==> config.mk <==
export PLATFORM = sky130hd
export DESIGN_NAME = vmult_seq
export DESIGN_NICKNAME = d
export VERILOG_FILES = /design/src/rtl/vmult_pkg.sv /design/src/rtl/vmult_seq.sv
export SDC_FILE = /design/constraint.sdc
export NUM_CORES = 1
export LEC_CHECK = 0
export CORE_MARGIN = 2
export CORE_UTILIZATION = 35
export DETAILED_ROUTE_END_ITERATION = 8
export SYNTH_ARGS = -nofsm -noshare
export SYNTH_HDL_FRONTEND = slang
export SYNTH_SLANG_ARGS = --single-unit
==> constraint.sdc <==
create_clock -name clk -period 2.4 [get_ports clk]
set_clock_uncertainty 0.1 [all_clocks]
set_input_delay 0.48 -clock clk [delete_from_list [all_inputs] [get_ports clk]]
set_output_delay 0.48 -clock clk [all_outputs]
set_load 0.05 [all_outputs]
==> src/rtl/vmult_pkg.sv <==
// Shared defaults, FSM state type and FP16 constants for the sequential vector multiplier.
package vmult_pkg;

    localparam int unsigned LANES_DEF = 8;
    localparam int unsigned FP_W_DEF  = 16;

    // Magnitude of the largest finite half-precision value (exponent 30, full mantissa).
    localparam logic [14:0] FP16_MAX_FINITE = 15'h7BFF;

    typedef enum logic [1:0] {
        IDLE = 2'd0,
        RUN  = 2'd1,
        DONE = 2'd2
    } state_t;

endpackage

==> src/rtl/vmult_seq.sv <==
// Sequential element-wise FP16 vector multiplier driving an external combinational multiplier.
// Define VMULT_SAT_EN to clamp overflowed lanes to signed max-finite instead of the raw product.
module vmult_seq
    import vmult_pkg::*;
#(
    parameter int unsigned LANES = LANES_DEF,
    parameter int unsigned FP_W  = FP_W_DEF
) (
    input  logic                  clk,
    input  logic                  rst_n,
    input  logic                  start,
    input  logic [LANES*FP_W-1:0] vec_a,
    input  logic [LANES*FP_W-1:0] vec_b,
    output logic [FP_W-1:0]       mul_a,
    output logic [FP_W-1:0]       mul_b,
    input  logic [FP_W-1:0]       mul_prod,
    input  logic                  mul_ovf,
    output logic                  busy,
    output logic                  done,
    output logic [LANES*FP_W-1:0] result,
    output logic [LANES-1:0]      ovf_mask,
    output logic                  ovf_any
);

    localparam int unsigned IDX_W = (LANES > 1) ? $clog2(LANES) : 1;
    localparam logic [IDX_W-1:0] IDX_LAST = IDX_W'(LANES - 1);

    state_t           state;
    state_t           state_nx;
    logic [IDX_W-1:0] idx;
    logic [FP_W-1:0]  op_a [LANES];
    logic [FP_W-1:0]  op_b [LANES];
    logic [FP_W-1:0]  res  [LANES];
    logic [FP_W-1:0]  lane_val;
    logic             last;

    assign last = (idx == IDX_LAST);

`ifdef VMULT_SAT_EN
    assign lane_val = mul_ovf ? FP_W'({mul_a[FP_W-1] ^ mul_b[FP_W-1], FP16_MAX_FINITE})
                              : mul_prod;
`else
    assign lane_val = mul_prod;
`endif

    always_ff @(posedge clk or negedge rst_n) begin
        if (!rst_n) begin
            state    <= IDLE;
            idx      <= '0;
            ovf_mask <= '0;
            for (int unsigned i = 0; i < LANES; i++) begin
                op_a[i] <= '0;
                op_b[i] <= '0;
                res[i]  <= '0;
            end
        end else begin
            state <= state_nx;
            case (state)
                IDLE: begin
                    if (start) begin
                        for (int unsigned i = 0; i < LANES; i++) begin
                            op_a[i] <= vec_a[i*FP_W +: FP_W];
                            op_b[i] <= vec_b[i*FP_W +: FP_W];
                        end
                        idx      <= '0;
                        ovf_mask <= '0;
                    end
                end
                RUN: begin
                    res[idx]      <= lane_val;
                    ovf_mask[idx] <= mul_ovf;
                    // idx parks on the last lane rather than wrapping; the next start clears it.
                    if (!last) begin
                        idx <= idx + 1'b1;
                    end
                end
                default: ;
            endcase
        end
    end

    always_comb begin
        state_nx = state;
        mul_a    = '0;
        mul_b    = '0;
        case (state)
            IDLE: begin
                if (start) begin
                    state_nx = RUN;
                end
            end
            RUN: begin
                mul_a = op_a[idx];
                mul_b = op_b[idx];
                if (last) begin
                    state_nx = DONE;
                end
            end
            DONE:    state_nx = IDLE;
            default: state_nx = IDLE;
        endcase
    end

    assign busy    = (state != IDLE);
    assign done    = (state == DONE);
    assign ovf_any = |ovf_mask;

    for (genvar g = 0; g < LANES; g++) begin : g_pack
        assign result[g*FP_W +: FP_W] = res[g];
    end

endmodule

======== Word level (Yosys, flattened, before mapping) ========
Cells that the tools add are included.
cells by class
  $add $sub $neg .......................... 1
  eq/ne operators ......................... 6
  reduce and logical (&&, ||, !) cells .... 10
  bitwise logic cells ..................... 1
  magnitude comparators ................... 4
  mux-type cells .......................... 22
operators with widths
  kind                 number
  $bwmux 128           1
  $mux 16              7
  $bmux 16 s3          2
  $demux 16 s3         1
  $pmux 8 s2           1
  $bwmux 8             1
  $mux 8               1
  $reduce_or 8->1      1
  $mux 3               2
  $ne 2x2->1 const B   3
  $pmux 3 s2           1
  $reduce_and 2->1     3
  $ge 4x4->1 const B   1
  $lt 3x4->1 const B   1
  $lt 4x1->1 const B   1
  $mux 2               2
  $not 3->4            1
  $pmux 2 s2           1
  $reduce_bool 2->1    2
  $add 3x1->3 const B  1
  $demux 1 s3          1
  $eq 3x3->1 const B   1
  $ge 3x1->1 const B   1
  $reduce_and 3->1     1
  other kinds (5)      6
storage, ports and cells
  input port bits ......................... 276
  register bits ........................... 397
  word-level logic and storage cells ...... 71

======== Depth between registers and ports, before layout ========
Gate-level depths: netlist (run 1).
  depth after elaboration ................. 6
  gate-level depth with buffers ........... 8
  mapped depth without buffers ............ 5

======== Worst setup path before layout (run 1) ========
Ideal clock, no wire load.
  path kind ............................... reg2out
  from .................................... register idx[0]
  to ...................................... output mul_a[13]
  slack ................................... -325 ps
  buffers on the path ..................... 3
  arrival ................................. 2145 ps
  data required time ...................... 1820 ps
  stages on the path, launching flop included .. 7
  cells stage by stage .................... dfrtp_1 > buf_2 > buf_4 > buf_2 > or2_2 > a31o_2 > a21oi_1
between the ends
  word-level cells in the longest chain between the ends .. 5
ends and longest elaborated chain
  element                                      RTL line         source
  start, declared                              vmult_seq.sv:30  logic [IDX_W-1:0] idx;
  start signal, assigned                       vmult_seq.sv:74  idx <= idx + 1'b1;
  $not 3->4 (not written as such)              vmult_seq.sv:93  mul_a = op_a[idx];
  $bmux 16 s3                                  vmult_seq.sv:93
  $mux 16 (not written as such) (2 in series)  vmult_seq.sv:93
  $mux 16                                      vmult_seq.sv:86  case (state)
  end, declared                                vmult_seq.sv:14  output logic [FP_W-1:0] mul_a,
No other way between the ends. The select of a mux whose other input is x is not followed.

======== Final worst setup path (run 1) ========
  from .................................... register idx[0]
  to ...................................... output mul_b[14]
between the ends
  word-level cells in the longest chain between the ends .. 5
ends and longest elaborated chain
  element                                      RTL line         source
  $not 3->4 (not written as such)              vmult_seq.sv:94  mul_b = op_b[idx];
  $bmux 16 s3                                  vmult_seq.sv:94
  $mux 16 (not written as such) (2 in series)  vmult_seq.sv:94
  $mux 16                                      vmult_seq.sv:86
  end, declared                                vmult_seq.sv:15  output logic [FP_W-1:0] mul_b,
No other way between the ends. The select of a mux whose other input is x is not followed.

==> impl_results.md, run 1 <==
- Worst Hold Class: in -> async
- GRT Resource Usage Total: 23.9%
- Worst slew pin tran: 580 ps
- CTS H-tree depth: 2
- Pin count of the biggest net entering global routing: 94
- Die Y-Extent: roughly 230 um
- Clock Tree Buf Depth: 3
- FF/Latch Area: approximately 10000 sq um
- Routed WL per cell: approximately 21 um
- Worst-path clk slew: roughly 60 ps
- I/O Pins: 447
- Outcome: finished with violations
- Crit-path most repeated cell: buf_6
- Die outline width: 226 um
- CTS Buf Count: 46
- Row count: slightly above 80
- Critical path arrival: 2340 ps
- Area contributors post-synth: dfrtp_1 58%, nand2_1 17%, mux2_2 9.5%
- Via count: 14300
- Mapped Nets: 1999
- Post-Syn Area: approximately 17000 sq um
- Worst Reg-to-Reg Cells: 7
- RSZ-0062 raised after global routing: yes
- Unique masters post-synth: 45
- Cell area power density: about 1700 nW/um^2
- CP max FO: 5
- Total routed wirelength: about 61000 um
- Area leader, netlist: dfrtp_1
- Setup CP Type: reg -> out
- Post-synthesis cell count: 1721
- Area grow syn2layout: 47.8%
- Setup crit end kind: output port
- Count of buffers from port buffering: 446
- CP required: 1820 ps
- Reg-to-reg slack, setup: 140 ps
- Starting Density: between 30% and 40%
- LEAKAGE: 11.9 nW
- Full die area: a little over 50000 sq um
- Number of fill cells: about 4400
- Layout cells sized above 1: 20.5%
- Final min period: 2920 ps
- Number of global-route vias before repair: 15100
- Most frequent cells in the layout: 795 x nand2_1, 398 x clkdlybuf4s50_1, 394 x dfrtp_1, 142 x mux2_2, 58 x buf_12
- First-pass GRT wire length: between 90000 and 100000 um
- Fmax: 343 MHz
- DRT iter0 DRCs: 1173
- Drc violations: 0
- TritonCTS clock tree: built
- Final Hold Viols: 0
- CP max-delay cell: dfrtp_4
- Async set or reset register ratio after synthesis: 100%
- Vias/cell: slightly below 5
- Rel. slew slack: between 60% and 70%
- Period utilization: 122%
- CP Launch Type: flop
- Clock tree sinks: slightly below 400
- Grt ovf: 0
- Clk_lat worst skew: 580 ps
- Post-route setup slack: -518 ps
- Initial antenna violation count: 13
- Final ANT Viol Nets: 0
- Worst VDD drop: 1140 uV
- Number of synthesized register bits: 397
- Max-slew violations: 0
- Synthesis warning total: 0
- Syn avg cell area: roughly 10 sq um
- Ys flop type: dfrtp_1
- Place WS: -21.6 ps
- DP HPWL: ~44000 um
- Commonest non-fill, non-tap cell in the layout: nand2_1
- DR pass1 iterations: 7
- Final hold slack: about 320 ps
- Register area share after synthesis: approximately 58%
- CTS root buf: clkbuf_16
- Share of the synthesized area in the top cell type: 57.6%
- Critical Path Max Stage Delay: 530 ps
- Number of nets in the layout: around 2500
- Violated checks: setup timing
- Worst-path cell chain: buf_6 -> buf_6 -> mux2_2 -> a221o_1 -> o31ai_2 -> a21oi_2 -> buf_12
- Number of enable flip-flop cells after synthesis: 0
- Final GP Congestion: 0.906
- Multi-input gate area: 7290 sq um
- Final setup fails: 32
- Core Region: 48800 sq um
- Util after Layout: 52.2%
- MaxCap Viol Count: 0
==> synth_stat cells (3+ instances only) <==
cell type / instances
buf_4: 13
o22ai_1: 9
buf_2: 44
inv_1: 4
o31ai_1: 7
nand2_1: 800
mux2i_1: 54
clkbuf_1: 37
a21oi_1: 36
a221oi_1: 7
and2_1: 4
or2_2: 7
a22o_1: 16
nor2_1: 20
o21ai_0: 15
a221o_1: 7
buf_6: 4
and3_1: 9
buf_1: 6
dfrtp_1: 397
nand3_1: 11
o2bb2ai_1: 7
nor2b_1: 3
mux4_2: 4
a22oi_1: 17
a31o_2: 6
mux2_2: 145
mux2_4: 8
==> sequential cells by signal, summed over array words and instances, names as in the netlist <==
| register | count |
|---|---|
| state | 2 |
| idx | 3 |
| op_a | 128 |
| result | 128 |
| op_b | 128 |
| ovf_mask | 8 |
==> final cells by class <==
cell class | count | share of cell area (%)
diodes | 7 | 0.0687
flip-flops and latches | 397 | 39.0
inverters | 4 | 0.0736
multi-input cells | 1215 | 28.6
repair buffers | 528 | 22.8
well taps | 664 | 3.26
clock inverters | 19 | 1.11
clock buffers | 61 | 5.17
==> timing repair <==
item / in CTS / in global routing
buffers inserted: 13 / 3
resized for setup: 59 / 55
pin swaps: 13 / 19
hold buffers: 1 / 0
hold endpoints to repair: 28 / 0
endpoints found under the setup margin: 37 / 41
==> cells by family (layout without fill, tap and decap cells) <==
logic type	Yosys count	count (layout)	share of synthesized area, %
AO/OA/AOI/OAI	131	131	5.26
adder cells (fa/ha/maj)	2	2	0.145
other	0	7	0
multiplexers	211	211	13.8
AND/OR/NAND/NOR	871	871	20.0
buffers and inverters	109	612	3.21
flip-flops	397	397	57.6
==> stage by stage <==
step                cells  TNS, ps  total power [mW]  cell area (sq um)
floorplan            1721    -62.4              25.1              17400
global placement     2791    -12.6              33.8              23300
detailed placement   2791    -21.6              34.1              23300
CTS                  2885   -16230              42.4              25200
global route         2892   -16840              44.7              25500
finish               2895   -14450              42.6              25500
==> layer usage <==
metal	track usage [%]	part of all wire [%]	up-vias
met3	6.96	8.2	97
li1	-	-	6570
met4	7.98	2.9	12
met5	0	0.12	-
met2	38.3	47	531
met1	31.1	42	7132
==> worst paths after layout <==
kind,start,to
max,idx[0],mul_b[14]
min,rst_n,op_b[81]
max reg2reg,idx[0],result[75]
min reg2reg,op_a[57],op_a[57]
max in group asynchronous,rst_n,ovf_mask[6]
min in group clk,vec_a[16],op_a[96]
==> critical path, delay by kind of cell (launching register included) <==
kind	cells	cell delay, ps
flip-flops	1	530
AO/OA/AOI/OAI	3	530
buffers and inverters	3	440
multiplexers	1	270
==> where the power goes <==
part	switching [mW]	internal, mW
Clock	2.87	4.60
Sequential	2.15	9.96
Combinational	13.5	9.48
Total	18.6	24.0
Note: power is estimated with default switching activity, not from simulation.
==> run 2: changes to the inputs <==
--- a/config.mk
+++ b/config.mk
@@ -5,9 +5,11 @@
 export SDC_FILE = /design/constraint.sdc
 export NUM_CORES = 1
 export LEC_CHECK = 0
+export ABC_AREA = 1
 export CORE_MARGIN = 2
 export CORE_UTILIZATION = 35
 export DETAILED_ROUTE_END_ITERATION = 8
+export SLEW_MARGIN = 40
 export SYNTH_ARGS = -nofsm -noshare
 export SYNTH_HDL_FRONTEND = slang
 export SYNTH_SLANG_ARGS = --single-unit
==> impl_results.md, run 2 <==
- Outcome: finished with violations
- Violated checks: setup timing
- Total routed wirelength: 65300 um
- Fmax: 357 MHz
- Pin count of the biggest net entering global routing: 133
- Number of synthesized register bits: a little under 400
- Worst Reg-to-Reg Cells: 6
- Post-Syn Area: 17600 sq um
- Final min period: 2800 ps
- Area contributors post-synth: dfrtp_1 56%, nand2_1 24%, o21ai_0 5.7%
- Comb pwr share: 56.5%
- Worst slew pin tran: just under 700 ps
- Starting Density: 35.3%
- Setup crit end kind: output port
- DP HPWL: 45400 um
- Layout cells sized above 1: 14.9%
- Cell area power density: 1620 nW/um^2
- Final ANT Viol Nets: 0
- DRT iter0 DRCs: 1469
- Worst Hold Class: in -> async
- Number of enable flip-flop cells after synthesis: 0
- Row count: 82
- Worst VDD drop: 1220 uV
- Critical Path Max Stage Delay: 520 ps
- Fin cells: around 3400
- First-pass GRT wire length: 96200 um
- Clock Power Share: 16.2%
- Clock Tree Buf Depth: 3
- Syn avg cell area: 7.88 sq um
- GRT Resource Usage Total: 23.9%
- Synthesis warning total: 0
- Final GP Congestion: 0.888
- Via count: 16300
- Flop pwr share: 27.4%
- Net switching power: approximately 20 mW
- Unique masters post-synth: 23
- Setup TNS: -11740 ps
- Clock tree sinks: 397
- CP max-delay cell: dfrtp_4
- Post-route setup slack: -398 ps
- Mapped Nets: between 2000 and 3000
- CTS H-tree depth: 2
- Commonest non-fill, non-tap cell in the layout: nand2_1
- RSZ-0062 raised after global routing: yes
- Full die area: 52100 sq um
- Max-slew violations: 0
- FF-to-FF Start: idx[0]
- Die outline width: 228 um
- Initial antenna violation count: 11
- Area leader, netlist: dfrtp_1
- CP required: 1820 ps
- Register area share after synthesis: 56.5%
- I/O Pins: 447
- Clk_lat worst skew: 590 ps
- TritonCTS clock tree: built
- Most frequent cells in the layout: 1012 x nand2_1, 395 x dfrtp_1, 377 x clkdlybuf4s50_1, 199 x o21ai_0, 150 x inv_1
- Post-synthesis cell count: 2232
- Placed cell count: 3273
- Most frequent cell after synthesis: nand2_1
- Routed WL per cell: 19.2 um
- CTS root buf: clkbuf_16
- Setup CP Type: reg -> out
- Share of the synthesized area in the top cell type: 56.5%
- Commonest cells in the netlist: 1121 x nand2_1, 397 x dfrtp_1, 199 x o21ai_0, 173 x inv_1, 72 x nand3_1
- Count of buffers from port buffering: 446
- Final Hold Viols: 0
- MaxCap Viol Count: 0
- Final setup fails: 32
- DR pass1 iterations: 6
- Period utilization: 117%
- Reg-to-reg slack, setup: 160 ps
- CP max FO: 8
- Worst-path clk slew: around 70 ps
- Rel. slew slack: 54.6%
- LEAKAGE: 12.6 nW
- Area grow syn2layout: 48.3%
- Async set or reset register ratio after synthesis: 100%
- Switch share: 47.0%
- Number of nets in the layout: 2953
- Number of global-route vias before repair: 15800
- Ys flop type: dfrtp_1
- Grt ovf: 0
- CTS Buf Count: 45
- Place WS: around 91 ps
- Int Pwr: 22.5 mW
- Die Y-Extent: 228 um
- Critical path arrival: 2220 ps
- CP Launch Type: flop
- Vias/cell: 4.80
- FF-to-FF End: idx[0]
- Core Region: 49900 sq um
- Drc violations: 0
- Worst-path cell chain: clkinv_8 -> buf_12 -> clkbuf_16 -> nand2_2 -> nand3_1 -> nand2_2 -> inv_2 -> a21oi_4 -> buf_12
==> run 2: cell types whose count changed after synthesis, sizes merged, moves of 14 or more <==
cell,delta
mux2,-153
o21ai,+232
inv,+177
mux2i,-54
a22oi,-17
a21oi,+14
nand3,+63
nand2,+324
a22o,-16
clkbuf,+16
==> run 2: worst max-delay path: cells and delay by family, from the launching register on <==
| family | cells | cell delay (ps) |
|---|---|---|
| buffers and inverters | 5 | 680 |
| flip-flops | 1 | 520 |
| AND/OR/NAND/NOR | 3 | 260 |
| AO/OA/AOI/OAI | 1 | 160 |
==> run 2: per-stage QoR <==
step                hold slack (ps)  area, sq um  util [%]  power [mW]
floorplan                      84.4        17700         -        24.4
global placement                295        23400      46.9        32.9
detailed placement              297        23400      46.9        33.1
CTS                             268        25100      50.4        40.6
global route                    304        26100      52.3        44.7
finish                          297        26100      52.3        42.3
==> run 2: how the worst max path moves through the flow <==
stage | depth (start not counted) | to | slack, ps | from
global route | 9 | mul_a[1] | -470 | idx[0]
CTS | 10 | mul_b[0] | -400 | idx[0]
finish | 9 | mul_b[8] | -400 | idx[0]
floorplan | 10 | mul_a[2] | 180 | idx[0]
global placement | 9 | mul_b[11] | 100 | idx[0]
detailed placement | 9 | mul_b[11] | 90 | idx[0]
==> run 2: power groups by stage <==
stage	Sequential [mW]	Clock [mW]	Combinational [mW]
floorplan	15.1	0	9.38
detailed placement	11.6	0	21.5
global route	11.9	7.24	25.5
CTS	11.5	6.99	22.1
finish	11.6	6.85	23.9
global placement	11.5	0	21.3
==> run 2: metal layers <==
metal	vias up	global-route usage [%]	wire (um)
li1	7764	-	-
met1	7845	34.5	29500
met2	579	35.5	29200
met3	110	4.70	4470
met4	0	9.17	2080
met5	-	0	0
==> run 2: final cells by class <==
type	instances	area (sq um)
antenna	10	25.0
sequential	397	9940
clock buffer	64	1290
fill	4672	23800
clock inverter	19	174
tap	672	841
multi-input combinational	1524	7080
timing repair buffer	526	6040
inverter	181	699
==> run 2: kinds of logic after synthesis <==
kind of cell    after synthesis  share of synthesized area (%)
simple gates               1225                           27.2
flops                       397                           56.5
buf+inv                     311                           7.74
compound gates              297                           8.45
fa+ha+maj                     2                          0.142
==> run 2: timing repair <==
item | 4_1_cts | 5_1_grt
pin swaps | 21 | 74
endpoints found under the hold margin | 36 | 0
buffers inserted | 6 | 3
gates resized for setup | 73 | 181
gates cloned | 4 | 14
endpoints found under the setup margin | 61 | 37
hold buffers | 1 | 0
